==> src/rtl/cycle_sequencer_pkg.sv <==
// Shared control-unit definitions: T-step one-hot codes, sequencer state encoding,
// one-hot decode field widths and the opcode value loaded at reset.
package cycle_sequencer_pkg;

  localparam logic [3:0] T1 = 4'b0001;
  localparam logic [3:0] T2 = 4'b0010;
  localparam logic [3:0] T3 = 4'b0100;
  localparam logic [3:0] T4 = 4'b1000;

  typedef enum logic {
    ST_FETCH = 1'b0,
    ST_EXEC  = 1'b1
  } state_t;

  localparam int X_W = 4;
  localparam int Y_W = 8;
  localparam int Z_W = 8;
  localparam int P_W = 4;
  localparam int Q_W = 2;

  // NOP: the core starts by executing a harmless opcode until the first real fetch.
  localparam logic [7:0] DEFAULT_RESET_OPCODE = 8'h00;

endpackage

==> src/rtl/opcode_field_decode.sv <==
// Splits an 8-bit opcode into one-hot X/Y/Z/P/Q fields; purely combinational, no
// storage and no flow control. Shared by the sequencer and the CB slice.
module opcode_field_decode
  import cycle_sequencer_pkg::*;
(
  input  logic [7:0]     i_Opcode,
  output logic [X_W-1:0] o_X,
  output logic [Y_W-1:0] o_Y,
  output logic [Z_W-1:0] o_Z,
  output logic [P_W-1:0] o_P,
  output logic [Q_W-1:0] o_Q
);

  always_comb begin
    o_X = '0;
    o_Y = '0;
    o_Z = '0;
    o_P = '0;
    o_Q = '0;
    o_X[i_Opcode[7:6]] = 1'b1;
    o_Y[i_Opcode[5:3]] = 1'b1;
    o_Z[i_Opcode[2:0]] = 1'b1;
    o_P[i_Opcode[5:4]] = 1'b1;
    o_Q[i_Opcode[3]]   = 1'b1;
  end

endmodule

==> src/rtl/cycle_sequencer.sv <==
// Control-unit timing engine: one-hot T-step / M-cycle counters, opcode latch, IME and CB mode.
// Requests act only on the non-stalled T4 edge; i_Wait freezes everything; outputs are registered.
module cycle_sequencer
  import cycle_sequencer_pkg::*;
#(
  parameter int         COUNT_W      = 8,
  parameter logic [7:0] RESET_OPCODE = DEFAULT_RESET_OPCODE
) (
  input  logic               i_Clk,
  input  logic               i_Reset,
  input  logic               i_Wait,
  input  logic [7:0]         i_Data_Bus,
  input  logic               i_Fetch,
  input  logic               i_Reset_Cycle,
  input  logic               i_EI,
  input  logic               i_DI,
  input  logic               i_CB_Prefix,
  output logic [3:0]         o_Cycle_Step,
  output logic [COUNT_W-1:0] o_Cycle_Count,
  output logic               o_Active,
  output logic               o_Fetch_Cycle,
  output logic [7:0]         o_Opcode,
  output logic [X_W-1:0]     o_X,
  output logic [Y_W-1:0]     o_Y,
  output logic [Z_W-1:0]     o_Z,
  output logic [P_W-1:0]     o_P,
  output logic [Q_W-1:0]     o_Q,
  output logic               o_CB,
  output logic               o_IME,
  output logic               o_Seq_Error
);

  state_t             r_state;
  state_t             w_state_nxt;
  logic [3:0]         r_step;
  logic [3:0]         w_step_nxt;
  logic [COUNT_W-1:0] r_count;
  logic [COUNT_W-1:0] w_count_nxt;
  logic [7:0]         r_opcode;
  logic               r_cb;
  logic               r_cb_pend;
  logic               r_ime;
  logic               r_ei_pend;
  logic               r_ei_arm;
  logic               r_seq_error;

  logic               w_t4;
  logic               w_exec_t4;
  logic               w_latch;
  logic               w_overflow;
  logic               w_cb_req;

  assign w_t4      = (r_step == T4) && !i_Wait;
  assign w_exec_t4 = w_t4 && (r_state == ST_EXEC);
  assign w_cb_req  = w_exec_t4 && i_CB_Prefix;

  always_comb begin
    w_step_nxt = r_step;
    if (!i_Wait) begin
      case (r_step)
        T1:      w_step_nxt = T2;
        T2:      w_step_nxt = T3;
        T3:      w_step_nxt = T4;
        default: w_step_nxt = T1;
      endcase
    end
  end

  // FSM: state register
  always_ff @(posedge i_Clk or posedge i_Reset) begin
    if (i_Reset) begin
      r_state <= ST_FETCH;
    end else begin
      r_state <= w_state_nxt;
    end
  end

  // FSM: next state, M-cycle counter and latch strobe; Reset_Cycle outranks Fetch
  always_comb begin
    w_state_nxt = r_state;
    w_count_nxt = r_count;
    w_latch     = 1'b0;
    w_overflow  = 1'b0;
    if (w_t4) begin
      if (r_state == ST_FETCH) begin
        w_latch     = 1'b1;
        w_count_nxt = COUNT_W'(1);
        w_state_nxt = ST_EXEC;
      end else if (i_Reset_Cycle) begin
        w_count_nxt = COUNT_W'(1);
        w_state_nxt = ST_FETCH;
      end else if (i_Fetch) begin
        w_latch     = 1'b1;
        w_count_nxt = COUNT_W'(1);
      end else if (r_count[COUNT_W-1]) begin
        w_overflow  = 1'b1;
        w_count_nxt = COUNT_W'(1);
        w_state_nxt = ST_FETCH;
      end else begin
        w_count_nxt = r_count << 1;
      end
    end
  end

  // FSM: state-decoded outputs
  always_comb begin
    o_Active      = 1'b0;
    o_Fetch_Cycle = 1'b0;
    case (r_state)
      ST_FETCH: o_Fetch_Cycle = 1'b1;
      ST_EXEC:  o_Active      = 1'b1;
    endcase
  end

  always_ff @(posedge i_Clk or posedge i_Reset) begin
    if (i_Reset) begin
      r_step      <= T1;
      r_count     <= COUNT_W'(1);
      r_opcode    <= RESET_OPCODE;
      r_cb        <= 1'b0;
      r_cb_pend   <= 1'b0;
      r_seq_error <= 1'b0;
    end else begin
      r_step  <= w_step_nxt;
      r_count <= w_count_nxt;
      // A prefix raised on the same T4 as the overlapped fetch applies to that fetch.
      if (w_latch) begin
        r_opcode  <= i_Data_Bus;
        r_cb      <= r_cb_pend | w_cb_req;
        r_cb_pend <= 1'b0;
      end else if (w_cb_req) begin
        r_cb_pend <= 1'b1;
      end
      if (w_overflow) begin
        r_seq_error <= 1'b1;
      end
    end
  end

  // EI takes effect one instruction late: pend -> arm (successor latched) -> IME on the next latch.
  always_ff @(posedge i_Clk or posedge i_Reset) begin
    if (i_Reset) begin
      r_ime     <= 1'b0;
      r_ei_pend <= 1'b0;
      r_ei_arm  <= 1'b0;
    end else if (w_exec_t4 && i_DI) begin
      r_ime     <= 1'b0;
      r_ei_pend <= 1'b0;
      r_ei_arm  <= 1'b0;
    end else begin
      if (w_latch && r_ei_arm) begin
        r_ime    <= 1'b1;
        r_ei_arm <= 1'b0;
      end
      if (w_latch && r_ei_pend) begin
        r_ei_arm  <= 1'b1;
        r_ei_pend <= 1'b0;
      end
      if (w_exec_t4 && i_EI) begin
        if (w_latch) begin
          r_ei_arm <= 1'b1;
        end else begin
          r_ei_pend <= 1'b1;
        end
      end
    end
  end

  opcode_field_decode u_field_decode (
    .i_Opcode (r_opcode),
    .o_X      (o_X),
    .o_Y      (o_Y),
    .o_Z      (o_Z),
    .o_P      (o_P),
    .o_Q      (o_Q)
  );

  assign o_Cycle_Step  = r_step;
  assign o_Cycle_Count = r_count;
  assign o_Opcode      = r_opcode;
  assign o_CB          = r_cb;
  assign o_IME         = r_ime;
  assign o_Seq_Error   = r_seq_error;

endmodule

==> config.mk <==
export PLATFORM = sky130hd
export DESIGN_NAME = cycle_sequencer
export DESIGN_NICKNAME = d
export VERILOG_FILES = /design/src/rtl/cycle_sequencer_pkg.sv /design/src/rtl/opcode_field_decode.sv /design/src/rtl/cycle_sequencer.sv
export SDC_FILE = /design/constraint.sdc
export NUM_CORES = 1
export LEC_CHECK = 0
export CAP_MARGIN = 40
export CELL_PAD_IN_SITES_DETAIL_PLACEMENT = 1
export CELL_PAD_IN_SITES_GLOBAL_PLACEMENT = 1
export CORE_MARGIN = 4
export CORE_UTILIZATION = 33
export DETAILED_ROUTE_END_ITERATION = 10
export PLACE_DENSITY = 0.95
export SYNTH_ARGS = -nofsm -noshare
export SYNTH_HDL_FRONTEND = slang
export SYNTH_HIERARCHICAL = 1
export SYNTH_SLANG_ARGS = --single-unit
export TNS_END_PERCENT = 20
==> constraint.sdc <==
create_clock -name i_Clk -period 2.7 [get_ports i_Clk]
set_clock_uncertainty 0.1 [all_clocks]
set_input_delay 0.54 -clock i_Clk [delete_from_list [all_inputs] [get_ports i_Clk]]
set_output_delay 0.54 -clock i_Clk [all_outputs]
set_load 0.01 [all_outputs]
== Yosys cells after proc, flatten, opt, wreduce, memory -nomap -nowiden ==
Cells that the tools add are included.

* Input bits: 16
* Flip-flop bits (word level): 27
* Output and inout bits: 51
* Word-level logic and storage cells: 83

* Mux-type cells: 43
* Reductions and logical operators: 15
* $lt $le $gt $ge: 10
* Eq/ne operators: 4
* Bitwise logic cells: 1

{| class="wikitable"
|+ Operator list
! operator !! number
|-
| 1-bit two-way mux || 33
|-
| 8-bit two-way mux || 4
|-
| 1-bit logical AND || 12
|-
| 4-bit one-hot mux with 3 select lines || 1
|-
| 3-bit by 4-bit < comparator with 1-bit output (second input constant) || 2
|-
| 1-bit demux with 3-bit select || 2
|-
| 3-bit by 1-bit >= comparator with 1-bit output (second input constant) || 2
|-
| 2-bit by 3-bit < comparator with 1-bit output (second input constant) || 2
|-
| 1-bit demux with 2-bit select || 2
|-
| 4-bit by 1-bit equality test with 1-bit output (second input constant) || 1
|-
| 4-bit by 2-bit equality test with 1-bit output (second input constant) || 1
|-
| 4-bit by 3-bit equality test with 1-bit output (second input constant) || 1
|-
| 4-bit equality test (second input constant) || 1
|-
| 2-bit by 1-bit >= comparator with 1-bit output (second input constant) || 2
|-
| 2-bit nonzero test || 2
|-
| 1-bit by 2-bit < comparator with 1-bit output (second input constant) || 1
|-
| 1-bit demux with 1-bit select || 1
|-
| 1-bit >= comparator (second input constant) || 1
|-
| 1-bit logical NOT || 1
|-
| 1-bit OR || 1
|}

== Longest topological paths before layout ==
* Depth after elaboration: 10
* Depth in mapped cells: 6
* Depth with buffers taken out: 3

== Hierarchy ==
Netlist, hierarchy kept.

{| class="wikitable"
|+ By module, submodules not included
! module !! area each (µm²) !! seq. area each (µm²) !! times used !! cells each
|-
| cycle_sequencer || 1206.2 || 678.2 || 1 || 89
|-
| opcode_field_decode || 209.0 || 0.0 || 1 || 28
|}

== Worst setup path after synthesis ==
OpenSTA, ideal clock, no wires.

* Path kind: input port to flip-flop
* Start point: in i_Wait
* End point: reg r_opcode[0], in the netlist o_Opcode[0]
* Cell stages on the path: 6
* Path slack: 633 ps
* Path buffers: 3
* Arrival time: 1842 ps
* Setup time: 125 ps
* Data required time: 2475 ps
* Cells stage by stage: buf_6 -> or3_1 -> buf_6 -> a211oi_4 -> buf_6 -> mux2_4

* Cells in the longest elaborated chain, start to end: 3

{| class="wikitable"
|+ Ends and longest elaborated chain
! element !! RTL line !! source
|-
| start: declaration || cycle_sequencer.sv:11 || <nowiki>input logic i_Wait,</nowiki>
|-
| 1-bit logical NOT || n/a ||
|-
| 1-bit logical AND || cycle_sequencer.sv:53 || <nowiki>assign w_t4 = (r_step == T4) && !i_Wait;</nowiki>
|-
| 1-bit two-way mux || cycle_sequencer.sv:84 || <nowiki>if (w_t4) begin</nowiki>
|-
| end signal: assignment || cycle_sequencer.sv:128 || <nowiki>r_opcode <= i_Data_Bus;</nowiki>
|-
| end: declaration || cycle_sequencer.sv:39 || <nowiki>logic [7:0] r_opcode;</nowiki>
|}

No other way between the ends.
A chain may end at the register's enable or synchronous reset.

== Final worst setup path ==
* Start point: reg r_opcode[4], in the netlist o_Opcode[4]
* End point: out o_Y[2]

* Cells in the longest elaborated chain, start to end: 4
* Elaborated cells on any way between the ends: 5
* Classes of those cells: order compare: 2; mux: 2; reduce/logical: 1

{| class="wikitable"
|+ Ends and longest elaborated chain
! element !! RTL line !! source
|-
| 3-bit by 4-bit < comparator with 1-bit output (implied by the code) / 3-bit by 1-bit >= comparator with 1-bit output (equally long branches) || opcode_field_decode.sv:21 || <nowiki>o_Y[i_Opcode[5:3]] = 1'b1;</nowiki>
|-
| 1-bit logical AND (implied by the code) || opcode_field_decode.sv:21 ||
|-
| 1-bit two-way mux (implied by the code) || opcode_field_decode.sv:21 ||
|-
| 1-bit demux with 3-bit select (*) || n/a ||
|-
| end: declaration || cycle_sequencer.sv:24 || <nowiki>output logic [Y_W-1:0] o_Y,</nowiki>
|}

Every way passes the cells marked *; elsewhere a longest branch is shown, timed or not.

==> flow_summary.toml <==
[placed_design]
port_buffers = 66
dp.cells = 230
gp_congestion = 0.774
place_area_um2 = 2100
hpwl_mm = 2.83

[final_layout]
syn_to_final_growth_pct = 51.6
diodes = 0
layout_common_cells = "clkdlybuf4s50_1 (66), dfrtp_1 (25), a22o_1 (7)"
drive_gt1_frac = 0.168
fin_area_um2 = 2150
final_net_count = 201
layout_commonest_cell = "clkdlybuf4s50_1"
final_cells = 234

[timing]
slew_headroom = 0.678
fin_hold_ws_ps = 380
rsz0062_at_grt = "false"
fmax_mhz = 432
min_period_ps = 2320
setup_viol = 0
fin_setup_tns_ps = 0
drv_slew = 0
fin_crit_sh = 0.858
finalHoldViolCount = 0
tightest_slew_ps = 482

[power_and_ir_drop]
p_leak_nw = 0.920
vdd_drop_max_uv = 662
powerDensity_nw_per_um2 = 968

[global_route]
grt_pass1_vias = 1188
grt_max_degree = 28
antenna_found_initial = 0
grt_pass1_wl_mm = 6.00
grt_overflow = 0
grt.total_usage = 0.139

[status]
status = "finished, final reports clean"

[synth]
ys_ff_latch = 27
ys_top_cells_by_area = "dfrtp_1 (44%), mux2_4 (6.4%), a22o_1 (4.3%)"
netlist.area_leader.share = 0.442
yosys_warnings = 6
synth_cells = 117
synth.cell_area_um2 = 1420
synth.distinct_cells = 42
syn_nets = 133
avgSynthCellArea_um2 = 12.1
yosysSeqAreaShare = 0.479
yosys.area.top_type = "dfrtp_1"

[route]
via_count = 1167
drt_first_pass_iters = 3
routed_wl_mm = 3.73
drcViolationCount = 0
final_antenna_net_count = 0
vias_per_cell = 4.99
drt-initial-drc-count = 60
avgRoutedWirePerCell_um = 16.0

[critical_path]
cp_max_fo = 14
crit_buf_inv = 1
crit_type = "reg2out"
cp.arrival_ps = 1680
crit_chain = "nor3b_1 -> clkdlybuf4s50_1"
cpPeakStageDelay_ps = 580
worstPathRequired_ps = 2060
endpoint_kind = "primary output"
slowest_stage = "clkdlybuf4s50_1"
cp_top_family = "buffers and inverters"
startpoint_type = "register"

[floorplanning]
die_y_um = 73.5
core.rowCount = 23
core_area_um2 = 4090
die_w_um = 73.5
initial_core_util = 0.346
dieArea_um2 = 5400
ios = 67

[clock_network]
cts_buffer_depth = 2
clk_latency_ps = 270
cts_tree = "yes"
cts-root-buf = "clkbuf_8"
htree_levels = 1
cts_sinks = 27
ctsResizeCount = 0
cts_buffers = 3
cts_hold_buf = 0
cts_setup_buffers = 0
clk_pin_slew_ps = 90

[flow_run]
cap_violations = 0

[hold_path]
hp-class = "reg2reg"
==> cell usage after synthesis <==
cell type and number:
and2b_2 1, and3_1 2, a41oi_1 1, or2_2 1, a311o_2 1, a22o_1 7, or3_1 1, nor2_1 5
mux2_2 3, a211oi_4 1, a21boi_0 1, buf_6 5, nand3_1 1, and2b_1 1, a22o_2 2, nor3b_1 6
o21ai_0 1, mux2_4 6, a31o_2 1, dfstp_2 2, a32o_1 1, or2b_2 2, buf_4 1, and2_2 1
a2bb2oi_1 1, nor3b_2 1, o31ai_1 1, nor4b_1 1, a21oi_1 2, clkbuf_1 1, nor2b_1 4, inv_1 6
xor2_1 1, dfrtp_1 25, and2_1 1, nand2_1 5, nor3_1 3, o221a_2 1, nor4b_4 1, nor4_1 1
and3b_1 6, mux2i_1 2
==> stage by stage <==
step,setup WS [ps],total power [mW],util
floorplan,633,1.26,-
global placement,243,1.83,0.514
detailed placement,177,1.87,0.514
CTS,356,2.11,0.525
global route,179,2.22,0.525
finish,384,2.08,0.525
==> area by class of cell <==
cell class / count / area [µm²]
well taps: 50 / 62.6
multi-input cells: 77 / 647
clock buffers: 4 / 45.0
inverters: 6 / 22.5
repair buffers: 70 / 691
flip-flops and latches: 27 / 678
fillers: 459 / 1940
==> state kept, by name, summed over array words and instances, names as in the netlist <==
signal	flops
o_Seq_Error	1
o_CB	1
r_state	1
r_ei_pend	1
o_Cycle_Step	4
o_Cycle_Count	8
r_ei_arm	1
o_Opcode	8
o_IME	1
r_cb_pend	1
==> logic make-up after synthesis <==
group | after synthesis | share of synthesized area
AOI/OAI and AO/OA | 21 | 0.134
xor gates and xnor gates | 1 | 0.00619
buffers and inverters | 13 | 0.0637
DFF | 27 | 0.479
muxes | 11 | 0.102
and+or+nand+nor | 44 | 0.215
==> per-layer routing <==
layer	part of all wire	GRT usage	wire length, µm
met1	0.43	0.175	1600
met2	0.51	0.243	1890
met3	0.063	0.0342	235
met4	0.0032	0.0241	12
met5	0	0	0
==> worst paths after layout <==
| kind | startpoint | to | slack (ps) | cells after the start |
|---|---|---|---|---|
| hold / removal | o_Seq_Error | o_Seq_Error | 380 | 1 |
| min in group asynchronous | i_Reset | o_Opcode[7] | 520 | 3 |
| setup reg to reg | o_Cycle_Step[1] | o_Opcode[5] | 690 | 4 |
| max in group asynchronous | i_Reset | o_Cycle_Count[0] | 1670 | 3 |
| setup / recovery | o_Opcode[4] | o_Y[2] | 380 | 2 |
| hold reg to reg | o_Seq_Error | o_Seq_Error | 380 | 1 |
==> power breakdown <==
group          internal (mW)  leakage [nW]  switching [mW]
clock network          0.106        0.0228           0.126
registers              0.537         0.349           0.222
logic                  0.688         0.548           0.397
total                   1.33         0.920           0.746
Power figures use the tool's default switching activity.
